## config.mk

```make
export PLATFORM = sky130hd
export DESIGN_NAME = sector_deserializer
export DESIGN_NICKNAME = d
export VERILOG_FILES = /design/src/rtl/hawk_pkg.sv /design/src/rtl/crc16_serial.sv /design/src/rtl/sector_deserializer.sv
export SDC_FILE = /design/constraint.sdc
export NUM_CORES = 1
export LEC_CHECK = 0
export CORE_UTILIZATION = 40
export DETAILED_ROUTE_END_ITERATION = 10
export DONT_BUFFER_PORTS = 1
export PLACE_DENSITY = 0.6
export SLEW_MARGIN = 10
export SYNTH_ARGS = -nofsm -noshare
export SYNTH_HDL_FRONTEND = slang
export SYNTH_SLANG_ARGS = --single-unit
```

## constraint.sdc

```tcl
create_clock -name hf_clk -period 2.34 [get_ports hf_clk]
set_input_delay 0.234 -clock hf_clk [delete_from_list [all_inputs] [get_ports hf_clk]]
set_output_delay 0.234 -clock hf_clk [all_outputs]
set_load 0.02 [all_outputs]
```

## src/rtl/hawk_pkg.sv

```systemverilog
// Shared types, default constants and the serial CRC-16 step for the sector deserializer.
package hawk_pkg;

   typedef enum logic [1:0] {
      IDLE = 2'd0,
      HUNT = 2'd1,
      DATA = 2'd2,
      CRC  = 2'd3
   } sect_state_t;

   localparam int          HAWK_WORD_BITS    = 16;
   localparam int          HAWK_SECTOR_WORDS = 256;
   localparam logic [15:0] HAWK_CRC_POLY     = 16'h8005;

   // One MSB-first CRC shift: feedback is the outgoing MSB xor the incoming bit.
   function automatic logic [15:0] crc16_step(input logic [15:0] crc,
                                              input logic        din,
                                              input logic [15:0] poly);
      logic fb;
      fb = crc[15] ^ din;
      return {crc[14:0], 1'b0} ^ (fb ? poly : 16'h0000);
   endfunction

endpackage

```

## src/rtl/crc16_serial.sv

```systemverilog
// Serial CRC-16 LFSR advancing one bit per bit_en; clr wins over bit_en.
module crc16_serial
   import hawk_pkg::*;
#(
   parameter logic [15:0] POLY = HAWK_CRC_POLY
) (
   input  logic        hf_clk,
   input  logic        rst_n,
   input  logic        clr,
   input  logic        bit_en,
   input  logic        bit_in,
   output logic [15:0] crc
);

   always_ff @(posedge hf_clk) begin
      if (!rst_n) begin
         crc <= 16'h0000;
      end else if (clr) begin
         crc <= 16'h0000;
      end else if (bit_en) begin
         crc <= crc16_step(crc, bit_in, POLY);
      end
   end

endmodule

```

## src/rtl/sector_deserializer.sv

```systemverilog
// Finds the sector sync in the DataSeparator bit stream, packs words MSB-first,
// checks the trailing CRC-16 and flags bit timeouts.
//
// state | meaning
// IDLE  | block disabled, waiting for en
// HUNT  | counting preamble zeros, waiting for the sync '1'
// DATA  | assembling SECTOR_WORDS data words
// CRC   | clocking the trailing CRC field through the checker
module sector_deserializer
   import hawk_pkg::*;
#(
   parameter int          WORD_BITS    = HAWK_WORD_BITS,
   parameter int          SECTOR_WORDS = HAWK_SECTOR_WORDS,
   parameter int          PREAMBLE_MIN = 8,
   parameter int          BIT_TIMEOUT  = 64,
   parameter logic [15:0] CRC_POLY     = HAWK_CRC_POLY
) (
   input  logic                 hf_clk,
   input  logic                 rst_n,
   input  logic                 en,
   input  logic                 wr_clock,
   input  logic                 wr_data,
   output logic [WORD_BITS-1:0] word_out,
   output logic                 word_valid,
   output logic                 sync_found,
   output logic                 sector_done,
   output logic                 crc_ok,
   output logic                 err_timeout,
   output logic                 busy
);

   localparam int BC_W = $clog2(WORD_BITS);
   localparam int WC_W = $clog2(SECTOR_WORDS + 1);
   localparam int IC_W = $clog2(BIT_TIMEOUT + 1);
   localparam int ZC_W = $clog2(PREAMBLE_MIN + 1);

   localparam logic [BC_W-1:0] BIT_LAST  = BC_W'(WORD_BITS - 1);
   localparam logic [WC_W-1:0] WORD_LAST = WC_W'(SECTOR_WORDS - 1);
   localparam logic [IC_W-1:0] IDLE_LAST = IC_W'(BIT_TIMEOUT - 1);
   localparam logic [ZC_W-1:0] ZERO_MAX  = ZC_W'(PREAMBLE_MIN);

   sect_state_t          state;
   logic                 wr_clock_q;
   logic [BC_W-1:0]      bit_cnt;
   logic [WC_W-1:0]      word_cnt;
   logic [IC_W-1:0]      idle_cnt;
   logic [ZC_W-1:0]      zero_cnt;
   logic [WORD_BITS-2:0] shreg;
   logic [15:0]          crc_q;
   logic [15:0]          crc_after;
   logic                 bit_evt, in_frame, tmo_fire, take_bit, sync_acc;

   assign bit_evt   = wr_clock & ~wr_clock_q;
   assign in_frame  = (state == DATA) || (state == CRC);
   // The timeout wins over a bit arriving in the same cycle; that bit is dropped.
   assign tmo_fire  = en && in_frame && (idle_cnt == IDLE_LAST);
   assign take_bit  = en && in_frame && bit_evt && !tmo_fire;
   assign sync_acc  = en && (state == HUNT) && bit_evt && wr_data && (zero_cnt >= ZERO_MAX);
   assign crc_after = crc16_step(crc_q, wr_data, CRC_POLY);

   crc16_serial #(.POLY(CRC_POLY)) u_crc (
      .hf_clk (hf_clk),
      .rst_n  (rst_n),
      .clr    (sync_acc),
      .bit_en (take_bit),
      .bit_in (wr_data),
      .crc    (crc_q)
   );

   always_ff @(posedge hf_clk) begin
      word_valid  <= 1'b0;
      sync_found  <= 1'b0;
      sector_done <= 1'b0;
      err_timeout <= 1'b0;
      if (!rst_n) begin
         state      <= IDLE;
         wr_clock_q <= 1'b0;
         bit_cnt    <= '0;
         word_cnt   <= '0;
         idle_cnt   <= '0;
         zero_cnt   <= '0;
         shreg      <= '0;
         word_out   <= '0;
         crc_ok     <= 1'b0;
         busy       <= 1'b0;
      end else begin
         wr_clock_q <= wr_clock;
         if (!en) begin
            state    <= IDLE;
            busy     <= 1'b0;
            bit_cnt  <= '0;
            word_cnt <= '0;
            idle_cnt <= '0;
            zero_cnt <= '0;
         end else begin
            case (state)
               IDLE: begin
                  state    <= HUNT;
                  zero_cnt <= '0;
               end
               HUNT: begin
                  if (bit_evt) begin
                     if (!wr_data) begin
                        if (zero_cnt < ZERO_MAX) zero_cnt <= zero_cnt + 1'b1;
                     end else if (sync_acc) begin
                        state      <= DATA;
                        sync_found <= 1'b1;
                        crc_ok     <= 1'b0;
                        busy       <= 1'b1;
                        bit_cnt    <= '0;
                        word_cnt   <= '0;
                        idle_cnt   <= '0;
                        zero_cnt   <= '0;
                     end else begin
                        zero_cnt <= '0;
                     end
                  end
               end
               DATA, CRC: begin
                  if (tmo_fire) begin
                     state       <= HUNT;
                     err_timeout <= 1'b1;
                     busy        <= 1'b0;
                     bit_cnt     <= '0;
                     word_cnt    <= '0;
                     idle_cnt    <= '0;
                     zero_cnt    <= '0;
                  end else if (bit_evt) begin
                     idle_cnt <= '0;
                     bit_cnt  <= (bit_cnt == BIT_LAST) ? '0 : bit_cnt + 1'b1;
                     if (state == DATA) begin
                        shreg <= {shreg[WORD_BITS-3:0], wr_data};
                        if (bit_cnt == BIT_LAST) begin
                           word_out   <= {shreg, wr_data};
                           word_valid <= 1'b1;
                           if (word_cnt == WORD_LAST) begin
                              state    <= CRC;
                              word_cnt <= '0;
                           end else begin
                              word_cnt <= word_cnt + 1'b1;
                           end
                        end
                     end else if (bit_cnt == BIT_LAST) begin
                        state       <= HUNT;
                        crc_ok      <= (crc_after == 16'h0000);
                        sector_done <= 1'b1;
                        busy        <= 1'b0;
                        zero_cnt    <= '0;
                     end
                  end else begin
                     idle_cnt <= idle_cnt + 1'b1;
                  end
               end
               default: state <= IDLE;
            endcase
         end
      end
   end

endmodule
```

---- Word-level counts from Yosys, hierarchy flattened ----
Index checks and enable logic that the tools add are counted.
cells by class
  equal/unequal tests ..................... 19
  mux-type cells .......................... 60
  bitwise logic cells ..................... 10
  reductions and logical operators ........ 29
  add/sub/neg operators ................... 4
  $lt $le $gt $ge ......................... 2
operators with widths
  operator                                                         count
  9-bit two-way mux                                                8
  4-bit two-way mux                                                13
  7-bit two-way mux                                                5
  5-bit AND reduction                                              4
  2-bit two-way mux                                                9
  9-bit one-hot mux with 2 select lines                            1
  1-bit two-way mux                                                17
  16-bit zero test                                                 1
  16-bit two-way mux                                               1
  16-bit bitwise XOR                                               1
  2-bit inequality test, second input constant                     7
  7-bit one-hot mux with 2 select lines                            1
  7-bit AND reduction                                              2
  3-bit inequality test, second input constant                     4
  4-bit one-hot mux with 3 select lines                            1
  6-bit AND reduction                                              2
  6-bit OR reduction                                               2
  9-bit by 1-bit adder with 9-bit output, second input constant    1
  9-bit by 8-bit == test with 1-bit output, second input constant  1
  9-bit AND reduction                                              1
  4-bit by 1-bit adder with 4-bit output, second input constant    2
  1-bit logical AND                                                8
  4-bit one-hot mux with 2 select lines                            1
  7-bit by 1-bit adder with 7-bit output, second input constant    1
  other kinds (21)                                                 30
word-level totals
  bits of input ports ..................... 5
  output and inout bits ................... 22
  bits in registers ....................... 80
  word-level logic and storage cells ...... 139

---- Longest topological paths before layout ----
Gate-level depths: netlist of the first run.
  depth in word-level cells ............... 9
  depth in mapped cells ................... 7
  mapped depth without buffers ............ 5

---- By module ----
A second synthesis of the first run with hierarchy kept.
unflattened totals
  cell total of the unflattened synthesis .. 377
  area total of the unflattened synthesis .. 3528.4 um^2
modules (own cells, without submodules)
  module               cells each  times used  area an instance (um^2)  sequential area each (um^2)
  sector_deserializer  318         1           2905.3                   1281.2
  crc16_serial         59          1           623.1                    320.3

---- Worst setup path after synthesis of the first run ----
OpenSTA, ideal clock, no wires.
  path type ............................... reg-to-reg
  start point ............................. register bit_cnt[0]
  end point ............................... register word_cnt[6]
  required time ........................... 2265 ps
  arrival ................................. 1912 ps
  clock period less this slack ............ 1986 ps
  setup slack ............................. 354 ps
  buffers on the path ..................... 1
  stages on the path, launching flop included .. 7
  library setup time ...................... 75 ps
  cells stage by stage .................... dfxtp_1 > ha_1 > nand3_2 > or4_1 > buf_2 > or4b_1 > o22ai_1
on the way
  cells in the longest elaborated chain, start to end .. 3
RTL lines
  item                                    line                        RTL
  start: declaration                      sector_deserializer.sv:44   logic [BC_W-1:0] bit_cnt;
  start signal: assignment                sector_deserializer.sv:130  bit_cnt <= (bit_cnt == BIT_LAST) ? '0 : bit_cnt + 1'b1;
  4-bit == test                           sector_deserializer.sv:133  if (bit_cnt == BIT_LAST) begin
  3-bit inequality test (no source line)  --
  7-bit AND reduction (no source line)    --
  end signal: assignment                  sector_deserializer.sv:140  word_cnt <= word_cnt + 1'b1;
  end: declaration                        sector_deserializer.sv:45   logic [WC_W-1:0] word_cnt;
No other way between the ends.
A chain may end at the register's enable or synchronous reset.

---- Worst setup path after layout of the first run ----
  start point ............................. register state[0]
  end point ............................... register idle_cnt[3]
on the way
  cells in the longest elaborated chain, start to end .. 7
  elaborated cells between the ends (all ways) .. 18
  classes of those cells .................. 6 x eq/ne; 2 x mux; 10 x reduce/logical
RTL lines
  item                                      line                                                  RTL
  start: declaration                        sector_deserializer.sv:42                             sect_state_t state;
  start signal: assignment                  sector_deserializer.sv:76                             state <= IDLE;
  start signal: assignment                  sector_deserializer.sv:89                             state <= IDLE;
  start signal: assignment                  sector_deserializer.sv:98                             state <= HUNT;
  2-bit by 1-bit == test with 1-bit output  sector_deserializer.sv:58, sector_deserializer.sv:96
  1-bit logical AND (4 in a row)            sector_deserializer.sv:58                             assign sync_acc = en && (state == HUNT) && bit_evt && wr_data && (zero_cnt >= ZERO_MAX);
  2-bit inequality test (no source line)    --
  4-bit AND reduction (no source line)      --
  end signal: assignment                    sector_deserializer.sv:151                            idle_cnt <= idle_cnt + 1'b1;
  end: declaration                          sector_deserializer.sv:46                             logic [IC_W-1:0] idle_cnt;
Parallel ways exist; a longest one is shown, timed or not.

==> metrics.yaml, run 1 <==
global_routing:
  grt_pass1_wl_um: 12700
  overflow: 0
  grtUsageTotal: 0.178
  grt_pass1_vias: 2532
  antenna_found_initial: 0
  grt_start_max_net_pins: 43
worst_setup_path:
  critPathMaxFanout: 13
  path_cells: "and3_1 -> a31oi_1 -> or4_1 -> a21oi_1"
  path_delay_family: "simple AND/OR/NAND/NOR gates"
  cp-end-kind: "flop"
  start_kind: "flop"
  crit_buf_inv: 0
  crit_slowest_cell: "dfxtp_1"
  cp.required_ns: 2.62
  cpPeakStageDelay_ns: 0.61
  worstPathArrival_ns: 2.34
  path_class: "reg -> reg"
synth:
  synth_compound_area_frac: 0.199
  ys_top_cells_by_count: "80 x dfxtp_1, 48 x nand2_1, 32 x a21boi_0"
  netlist_instances: 407
  synth_area_leaders: "dfxtp_1 45%, a21boi_0 6.7%, nand2_1 5.0%"
  yosys.area.top_type: "dfxtp_1"
  synthArstFlopShare: 0
  synthMuxAreaShare: 0.0448
  syn_area_um2: 3580
  syn-num-nets: 417
  synthAdderAreaFrac: 0.0175
  synth_flop_cell: "dfxtp_1"
  synth-edff-count: 0
  synth-seq-cells: 80
  yosys.area_share.simple: 0.234
  synth_top_family_by_area: "simple AND/OR/NAND/NOR gates"
  yosys.cell_types.count: 52
  yosys_warnings: 0
  syn_avg_cell_area_um2: 8.79
  yosysMostFrequentCell: "dfxtp_1"
  yosysTopAreaCellShare: 0.448
  yosysSeqAreaShare: 0.448
  synth-xor-area-share: 0.00735
routing:
  vias: 2901
  first_iter_violations: 159
  firstDrtPassIters: 4
  via_per_inst: 5.65
  wirelength_um: 7810
  route.antenna.remaining_nets: 0
  drc_errors: 0
  avgRoutedWirePerCell_um: 15.2
clocking:
  clk_latency_ns: 0.36
  cts_buffers: 9
  clock-sinks: 80
  cts_tree: "yes"
  path_clk_slew_ns: 0.09
  clockBufferDepth: 2
  htree_levels: 3
  root_buffer: "clkbuf_8"
sta:
  finalSetupViolations: 0
  period_minus_slack_ns: 2.06
  fmax_ghz: 0.486
  max-slew-margin-rel: 0.398
  rsz0062_at_grt: "false"
  finalCritPeriodShare: 0.880
  slew_viol_final: 0
  hold_viol_final: 0
  hold_ws_ns: 0.0272
  skew_ns: 0.0104
  tightestPinTransition_ns: 0.902
  fin_setup_tns_ns: 0
floorplanning:
  rows: 34
  die_height_um: 96.6
  core_um2: 8680
  start_util: 0.412
  die_w_um: 96.6
  io_pins: 27
  die-area_um2: 9320
layout:
  finalNetCount: 410
  drive_gt1_frac: 0.0889
  syn2layout_area_growth_pct: 8.12
  diodes: 0
power:
  p_int_mw: 1.92
  clkPwrFrac: 0.433
  power_density_nw_per_um2: 646
  power.leakage_nw: 1.38
  ir_drop_uv: 374
  power_switching_uw: 579
  p_sw_frac: 0.232
  seqPwrFrac: 0.547
  p_comb_frac: 0.020
placed_design:
  gp_congestion: 0.807
  hpwl_um: 4940
  portBuffers: 0
outcome:
  status: "completed"
flow_run:
  cap_violations: 0
hold_path:
  hp-class: "in -> reg"
[timing repair]
item                      4_1_cts  5_1_grt
resized for setup               0        0
buffers inserted                0        0
hold endpoints to repair        1        0
hold buffers                    2        0
[worst paths after layout]
path | startpoint | end | slack, ns | cells after the start
hold / removal | rst_n | crc_ok$_SDFFE_PN0P_ | 0.03 | 2
setup reg to reg | state[0]$_SDFFE_PN0P_ | idle_cnt[3]$_SDFFE_PN0P_ | 0.28 | 4
setup / recovery | state[0]$_SDFFE_PN0P_ | idle_cnt[3]$_SDFFE_PN0P_ | 0.28 | 4
hold reg to reg | word_cnt[8]$_SDFFE_PN0P_ | word_cnt[8]$_SDFFE_PN0P_ | 0.44 | 2
[routing by layer]
| metal | part of all wire | GRT usage | vias up |
|---|---|---|---|
| li1 | - | - | 1461 |
| met1 | 0.51 | 0.244 | 1397 |
| met2 | 0.45 | 0.271 | 34 |
| met3 | 0.034 | 0.0516 | 9 |
| met4 | 0.011 | 0.0515 | 0 |
| met5 | 0 | 0 | - |
[sequential cells by signal (all words and copies together), names as in the netlist]
register / count
wr_clock_q: 1
sync_found: 1
sector_done: 1
zero_cnt: 4
shreg: 15
state: 2
crc_ok: 1
bit_cnt: 4
word_cnt: 9
idle_cnt: 7
busy: 1
word_valid: 1
u_crc.crc: 16
err_timeout: 1
word_out: 16
[power groups by stage]
stage | Combinational (mW) | Sequential, mW | Clock (mW)
finish | 0.0494 | 1.37 | 1.08
floorplan | 0.0522 | 1.40 | 0
detailed placement | 0.0467 | 1.40 | 0
CTS | 0.0495 | 1.37 | 1.11
global placement | 0.0464 | 1.40 | 0
global route | 0.0544 | 1.37 | 1.17
[logic make-up after synthesis]
family                     count (synthesis)
buffers and inverters                     37
and+or+nand+nor                          162
adders and majority gates                  5
AOI/OAI and AO/OA                        104
muxes                                     16
xor gates and xnor gates                   3
DFF                                       80
[placed cells by master, fill, tap and decap left out, types with 3 or more instances in the layout]
| cell type | Yosys | routed |
|---|---|---|
| a21boi_0 | 32 | 32 |
| a21oi_1 | 12 | 12 |
| a32oi_1 | 7 | 7 |
| and2_1 | 3 | 3 |
| and3_1 | 9 | 9 |
| buf_4 | 0 | 10 |
| clkbuf_8 | 0 | 10 |
| dfxtp_1 | 80 | 80 |
| ha_1 | 5 | 5 |
| inv_1 | 6 | 6 |
| inv_6 | 0 | 3 |
| mux2i_1 | 16 | 16 |
| nand2_1 | 48 | 48 |
| nand2b_1 | 4 | 4 |
| nand3_1 | 25 | 25 |
| nand4_1 | 13 | 13 |
| nor2_1 | 24 | 24 |
| nor3_1 | 4 | 4 |
| o211ai_1 | 5 | 5 |
| o21a_1 | 3 | 3 |
| o21ai_0 | 23 | 23 |
| o22ai_1 | 4 | 4 |
| o31ai_1 | 5 | 5 |
| or3_1 | 7 | 7 |
| or4_1 | 5 | 5 |
| xnor2_1 | 3 | 3 |
[worst register-to-register path: stages (launching register included)]
cell	delay (ns)
dfxtp_1	0.61
and3_1	0.34
a31oi_1	0.33
or4_1	0.56
a21oi_1	0.15
[layout make-up]
class | count | area, um^2
Fill cell | 889 | 4810
Multi-Input combinational cell | 290 | 1800
Sequential cell | 80 | 1600
Clock buffer | 10 | 138
Tap cell | 108 | 135
Timing Repair Buffer | 12 | 95.1
Clock inverter | 6 | 72.6
Inverter | 7 | 26.3
[stage by stage]
step	utilization	worst slack (ns)	power, mW	area [um^2]	instances
6_report	0.446	0.282	2.50	3870	513
5_1_grt	0.446	0.110	2.59	3870	513
4_1_cts	0.446	0.315	2.53	3870	513
3_5_place_dp	0.419	0.335	1.44	3640	495
3_3_place_gp	0.419	0.355	1.44	3640	495
2_1_floorplan	-	0.354	1.45	3580	407
No activity file was read; power rests on OpenSTA's default activity.
==> inputs of run 2 (changes only) <==
--- a/config.mk
+++ b/config.mk
@@ -12,4 +12,5 @@
 export SLEW_MARGIN = 10
 export SYNTH_ARGS = -nofsm -noshare
 export SYNTH_HDL_FRONTEND = slang
+export SYNTH_HIERARCHICAL = 1
 export SYNTH_SLANG_ARGS = --single-unit
==> metrics.yaml, run 2 <==
synth:
  synthArstFlopShare: 0  # unchanged
  yosys_warnings: 6  # +6
  synth_area_leaders: "dfxtp_1 45%, mux2i_1 13%, nor2_1 5.6%"
  synthAdderAreaFrac: 0.0177  # +0.000236
  syn_avg_cell_area_um2: 9.36  # +6.5%
  yosysMostFrequentCell: "dfxtp_1"
  yosys.area.top_type: "dfxtp_1"
  synthMuxAreaShare: 0.130  # +0.0857
  netlist_instances: 377  # -7.4%
  yosysTopAreaCellShare: 0.454  # +0.00604
  yosysSeqAreaShare: 0.454  # +0.00604
  synth-edff-count: 0  # unchanged
  syn_area_um2: 3530  # -1.3%
  synth-seq-cells: 80  # unchanged
  syn-num-nets: 387  # -7.2%
  ys_top_cells_by_count: "80 x dfxtp_1, 53 x nor2_1, 46 x mux2i_1"
  yosys.area_share.simple: 0.230  # -0.00429
  synth-xor-area-share: 0.00993  # +0.00258
  synth_compound_area_frac: 0.113  # -0.0860
  synth_top_family_by_area: "simple AND/OR/NAND/NOR gates"
  yosys.cell_types.count: 57  # +9.6%
  synth_flop_cell: "dfxtp_1"
power:
  total_power_mw: 2.39  # -4.5%
  power_density_nw_per_um2: 623  # -3.5%
  ir_drop_uv: 362  # -3.2%
  power.leakage_nw: 1.53  # +11%
floorplanning:
  die-area_um2: 9200  # -1.3%
  start_util: 0.421  # +0.00891
  die_w_um: 95.9  # -0.65%
  die_height_um: 95.9  # -0.65%
  rows: 33  # -2.9%
  io_pins: 27  # unchanged
  core_um2: 8380  # -3.4%
sta:
  finalCritPeriodShare: 0.892  # +0.0120
  slew_viol_final: 0  # unchanged
  rsz0062_at_grt: "false"
  setup_slack_ns: 0.253  # -0.0281 ns
  tightestPinTransition_ns: 0.533  # -0.369 ns
  skew_ns: 0.00768  # -0.00276 ns
  fin_setup_tns_ns: 0  # unchanged
  fmax_ghz: 0.479  # -1.3%
  hold_viol_final: 0  # unchanged
  period_minus_slack_ns: 2.09  # +0.0281 ns
  max-slew-margin-rel: 0.644  # +0.245
  finalSetupViolations: 0  # unchanged
  hold_ws_ns: 0.0192  # -0.00797 ns
worst_setup_path:
  r2r_cells: 5  # +1
  cp.required_ns: 2.62  # about the same
  path_class: "reg -> reg"
  cp-startpoint: "bit_cnt[0]$_SDFFE_PN0P_"
  r2r-start: "bit_cnt[0]$_SDFFE_PN0P_"
  cp-end-kind: "flop"
  critPathMaxFanout: 9  # -4
  worstPathArrival_ns: 2.36  # +0.02 ns
  reg2reg_slack_ns: 0.25  # -0.03 ns
  start_kind: "flop"
  r2r-end: "word_cnt[7]$_SDFFE_PN0P_"
  crit_end: "word_cnt[7]$_SDFFE_PN0P_"
placed_design:
  gp_congestion: 0.799  # -0.97%
  dp_cells: 471  # -4.8%
  post-place-ws_ns: 0.330  # -0.00589 ns
  place_area_um2: 3620  # -0.52%
  portBuffers: 0  # unchanged
  hpwl_um: 5030  # +1.9%
layout:
  finalNetCount: 389  # -5.1%
  syn2layout_area_growth_pct: 8.44
  drive_gt1_frac: 0.0885  # -0.000347
  diodes: 0  # unchanged
  final_common_cell: "dfxtp_1"
  largest_registers: "u_crc/crc: 16 flops, word_out: 16 flops, shreg: 15 flops"
  design_area_um2: 3830  # -1.0%
  seqCellArea_um2: 1600  # unchanged
  fillers: 819  # -7.9%
  final_cell_mix: "80 x dfxtp_1, 53 x nor2_1, 46 x mux2i_1, 26 x nand2_1, 13 x a21oi_1"
  final_util: 0.456  # +0.0110
  final_cells: 489  # -4.7%
  multi_input_area_um2: 1770  # -1.7%
clocking:
  clk_latency_ns: 0.35  # about the same
  clockBufferDepth: 2  # unchanged
  path_clk_slew_ns: 0.09  # about the same
  clock-sinks: 80  # unchanged
  cts_buffers: 9  # unchanged
  cts_tree: "yes"
  htree_levels: 3  # unchanged
  root_buffer: "clkbuf_8"
outcome:
  status: "completed"
global_routing:
  antenna_found_initial: 0  # unchanged
  overflow: 0  # unchanged
  grt_pass1_wl_um: 12300  # -3.1%
  grtUsageTotal: 0.174  # -0.00384
  grt_start_max_net_pins: 32  # -26%
  grt_pass1_vias: 2558  # +1.0%
hold_path:
  hp-class: "in -> reg"
routing:
  drc_errors: 0  # unchanged
  met1_length_um: 3540  # -10%
  vias: 2705  # -6.8%
  wirelength_um: 7270  # -6.9%
  route.antenna.remaining_nets: 0  # unchanged
  top_layer_used: "met4"
  first_iter_violations: 148  # -6.9%
  avgRoutedWirePerCell_um: 14.9  # -2.3%
  via_per_inst: 5.53  # -2.2%
  dr_wl_met3_um: 455  # +74%
  firstDrtPassIters: 4  # unchanged
  routed-wl-met2_um: 3160  # -10%
flow_run:
  cap_violations: 0  # unchanged
==> run 2: cell types whose count changed after synthesis, moves of 3 or more <==
cell / delta
a21boi_0: -32
a32oi_1: -5
clkbuf_1: -7
inv_1: +5
mux2i_1: +30
nand2_1: -22
nand3_1: -14
nor2_1: +29
o21ai_0: -14
o31ai_1: -3
==> run 2: area by class of cell <==
| type | count | share of cell area |
|---|---|---|
| multi-input combinational | 265 | 0.462 |
| sequential | 80 | 0.419 |
| clock buffer | 10 | 0.0360 |
| tap | 105 | 0.0343 |
| timing repair buffer | 12 | 0.0249 |
| clock inverter | 6 | 0.0134 |
| inverter | 11 | 0.0108 |
==> run 2: logic make-up after synthesis <==
group | after synthesis
mux | 46
compound gates | 55
simple gates | 155
xor+xnor | 4
buf+inv | 32
fa+ha+maj | 5
flops | 80
==> run 2: how the worst min path moves through the flow <==
stage / start / to / cells after the start
floorplan: wr_clock / wr_clock_q$_SDFF_PN0_ / 1
global placement: rst_n / wr_clock_q$_SDFF_PN0_ / 1
detailed placement: rst_n / wr_clock_q$_SDFF_PN0_ / 1
CTS: rst_n / crc_ok$_SDFFE_PN0P_ / 2
global route: wr_data / word_out[0]$_SDFFE_PN0P_ / 2
finish: rst_n / crc_ok$_SDFFE_PN0P_ / 2
==> run 2: worst max-delay path: stages, from the launching register on <==
cell and delay [ns]:
dfxtp_1 0.41, ha_1 0.23, and3_1 0.42, nand3_2 0.26, nand4bb_1 0.42, o211ai_1 0.26
==> run 2: routing by layer <==
metal	GRT usage	vias up
met5	0	-
li1	-	1368
met1	0.236	1273
met2	0.257	54
met3	0.0545	10
met4	0.0672	0
==> run 2: what timing repair did <==
item,in CTS,in global routing
hold buffers,2,0
endpoints found under the hold margin,1,0
buffers inserted,0,0
gates resized for setup,0,0
==> run 2: where the power goes <==
part           switching [mW]  internal (mW)  leakage [nW]  total (mW)
sequential            0.00459           1.36         0.645        1.37
combinational          0.0366         0.0181         0.781      0.0546
clock                   0.534          0.431        0.0992       0.965
==> inputs of run 3 (changes only) <==
--- a/config.mk
+++ b/config.mk
@@ -5,6 +5,7 @@
 export SDC_FILE = /design/constraint.sdc
 export NUM_CORES = 1
 export LEC_CHECK = 0
+export CAP_MARGIN = 20
 export CORE_UTILIZATION = 40
 export DETAILED_ROUTE_END_ITERATION = 10
 export DONT_BUFFER_PORTS = 1
==> constraint.sdc (replaced) <==
create_clock -name hf_clk -period 2.53 [get_ports hf_clk]
set_input_delay 0.253 -clock hf_clk [delete_from_list [all_inputs] [get_ports hf_clk]]
set_output_delay 0.253 -clock hf_clk [all_outputs]
set_load 0.02 [all_outputs]
==> metrics.yaml, run 3 (synthesis results as in run 2) <==
sta:
  tightestPinTransition_ns: 0.823  # +0.289 ns
  max-slew-margin-rel: 0.450  # -0.194
  finalCritPeriodShare: 0.821  # -0.0706
  skew_ns: 0.00563  # -0.00206 ns
  rsz0062_at_grt: "false"
  slew_viol_final: 0  # unchanged
  hold_viol_final: 0  # unchanged
  period_minus_slack_ns: 2.08  # -0.00928 ns
  fin_setup_tns_ns: 0  # unchanged
  hold_ws_ns: 0.0181  # -0.00112 ns
  finalSetupViolations: 0  # unchanged
  fmax_ghz: 0.481  # +0.45%
global_routing:
  overflow: 0  # unchanged
  grt_pass1_wl_um: 11900  # -3.2%
  grt_pass1_vias: 2512  # -1.8%
  grtUsageTotal: 0.169  # -0.00460
  grt_start_max_net_pins: 32  # unchanged
  antenna_found_initial: 0  # unchanged
routing:
  vias: 2686  # -0.70%
  wirelength_um: 7320  # +0.74%
  via_per_inst: 5.53  # about the same
  firstDrtPassIters: 4  # unchanged
  drc_errors: 0  # unchanged
  first_iter_violations: 139  # -6.1%
  route.antenna.remaining_nets: 0  # unchanged
  avgRoutedWirePerCell_um: 15.1  # +1.4%
floorplanning:
  core_um2: 8380  # unchanged
  die_height_um: 95.9  # unchanged
  rows: 33  # unchanged
  die-area_um2: 9200  # unchanged
  start_util: 0.421  # unchanged
  io_pins: 27  # unchanged
  die_w_um: 95.9  # unchanged
clocking:
  hold_buffers: 1  # -1
  htree_levels: 3  # unchanged
  post_cts_buffers: 0  # unchanged
  clk_latency_ns: 0.36  # about the same
  root_buffer: "clkbuf_8"
  clock-sinks: 80  # unchanged
  path_clk_slew_ns: 0.09  # about the same
  cts_resized: 0  # unchanged
  cts_buffers: 9  # unchanged
  clockBufferDepth: 2  # unchanged
  cts_tree: "yes"
worst_setup_path:
  cp.required_ns: 2.78  # +0.16 ns
  crit_slowest_cell: "and3_1"
  path_cells: "ha_1 -> and4_1 -> a21oi_2 -> and3_1 -> buf_4 -> mux2i_1 -> nor2_1"
  worstPathArrival_ns: 2.33  # -0.03 ns
  path_class: "reg -> reg"
  cp-end-kind: "flop"
  critPathMaxFanout: 9  # unchanged
  cp-startpoint: "idle_cnt[0]$_SDFFE_PN0P_"
  start_kind: "flop"
  r2r-start: "idle_cnt[0]$_SDFFE_PN0P_"
  cpPeakStageDelay_ns: 0.43  # about the same
outcome:
  status: "completed"
hold_path:
  hp-class: "in -> reg"
  hp-start: "wr_clock"
layout:
  final_cells: 486  # -0.61%
  drive_gt1_frac: 0.0840  # -0.00455
  final_cell_mix: "80 x dfxtp_1, 53 x nor2_1, 46 x mux2i_1, 26 x nand2_1, 13 x a21oi_1"
  final_common_cell: "dfxtp_1"
  syn2layout_area_growth_pct: 8.37  # about the same
  finalNetCount: 386  # -0.77%
  diodes: 0  # unchanged
  largest_registers: "u_crc/crc: 16 flops, word_out: 16 flops, shreg: 15 flops"
flow_run:
  cap_violations: 0  # unchanged
power:
  ir_drop_uv: 364  # +0.36%
  power_density_nw_per_um2: 604  # -3.1%
  power.leakage_nw: 1.52  # -0.34%
placed_design:
  gp_congestion: 0.783  # -2.0%
  hpwl_um: 4990  # -0.65%
  dp_cells: 469  # -0.42%
  portBuffers: 0  # unchanged
-- run 3: changes by cell type in the layout (fill, tap and decap cells not counted) --
cell | previous run | this run
dlygate4sd3_1 | 2 | 1
clkbuf_8 | 10 | 9
buf_4 | 10 | 8
inv_6 | 2 | 1
inv_8 | 1 | 2
clkinv_2 | 1 | 0
bufinv_16 | 0 | 1
clkinv_4 | 2 | 3
-- run 3: worst max-delay path: cells and delay by family, from the launching register on --
| family | cells | cell delay (ns) |
|---|---|---|
| DFF | 1 | 0.35 |
| buffers and inverters | 1 | 0.25 |
| AOI/OAI and AO/OA | 1 | 0.16 |
| adders and majority gates | 1 | 0.24 |
| muxes | 1 | 0.21 |
| and+or+nand+nor | 3 | 0.77 |
-- run 3: worst paths after layout --
kind                               endpoint  slack [ns]  cells past startpoint
setup / recovery  u_crc/crc[1]$_SDFFE_PP0P_        0.45                      7
hold / removal        wr_clock_q$_SDFF_PN0_        0.02                      1
setup reg to reg  u_crc/crc[1]$_SDFFE_PP0P_        0.45                      7
hold reg to reg    word_cnt[8]$_SDFFE_PN0P_        0.43                      2
-- run 3: final cells by class --
cell class	instances	area, um^2
clock inverters	7	87.6
multi-input cells	265	1770
repair buffers	9	70.1
clock buffers	9	124
fillers	805	4560
flip-flops and latches	80	1600
inverters	11	41.3
well taps	105	131
-- run 3: metrics by stage --
stage               total power, mW  utilization  setup slack, ns  cell area [um^2]
finish                         2.31        0.456            0.453              3820
global route                   2.39        0.456            0.286              3820
CTS                            2.34        0.456            0.465              3820
detailed placement             1.34        0.430            0.487              3600
global placement               1.34        0.430            0.500              3600
floorplan                      1.33            -            0.307              3530
-- run 3: power by group --
group	switching, mW	internal (mW)
Sequential	0.00419	1.26
Combinational	0.0342	0.0157
Clock	0.517	0.478
Total	0.556	1.75
-- run 3: metal layers --
layer  track usage  share of wire  up-vias
met1         0.222           0.50     1261
li1              -              -     1357
met3        0.0553          0.054        9
met4        0.0622          0.012        0
met2         0.260           0.44       59
met5             0              0        -
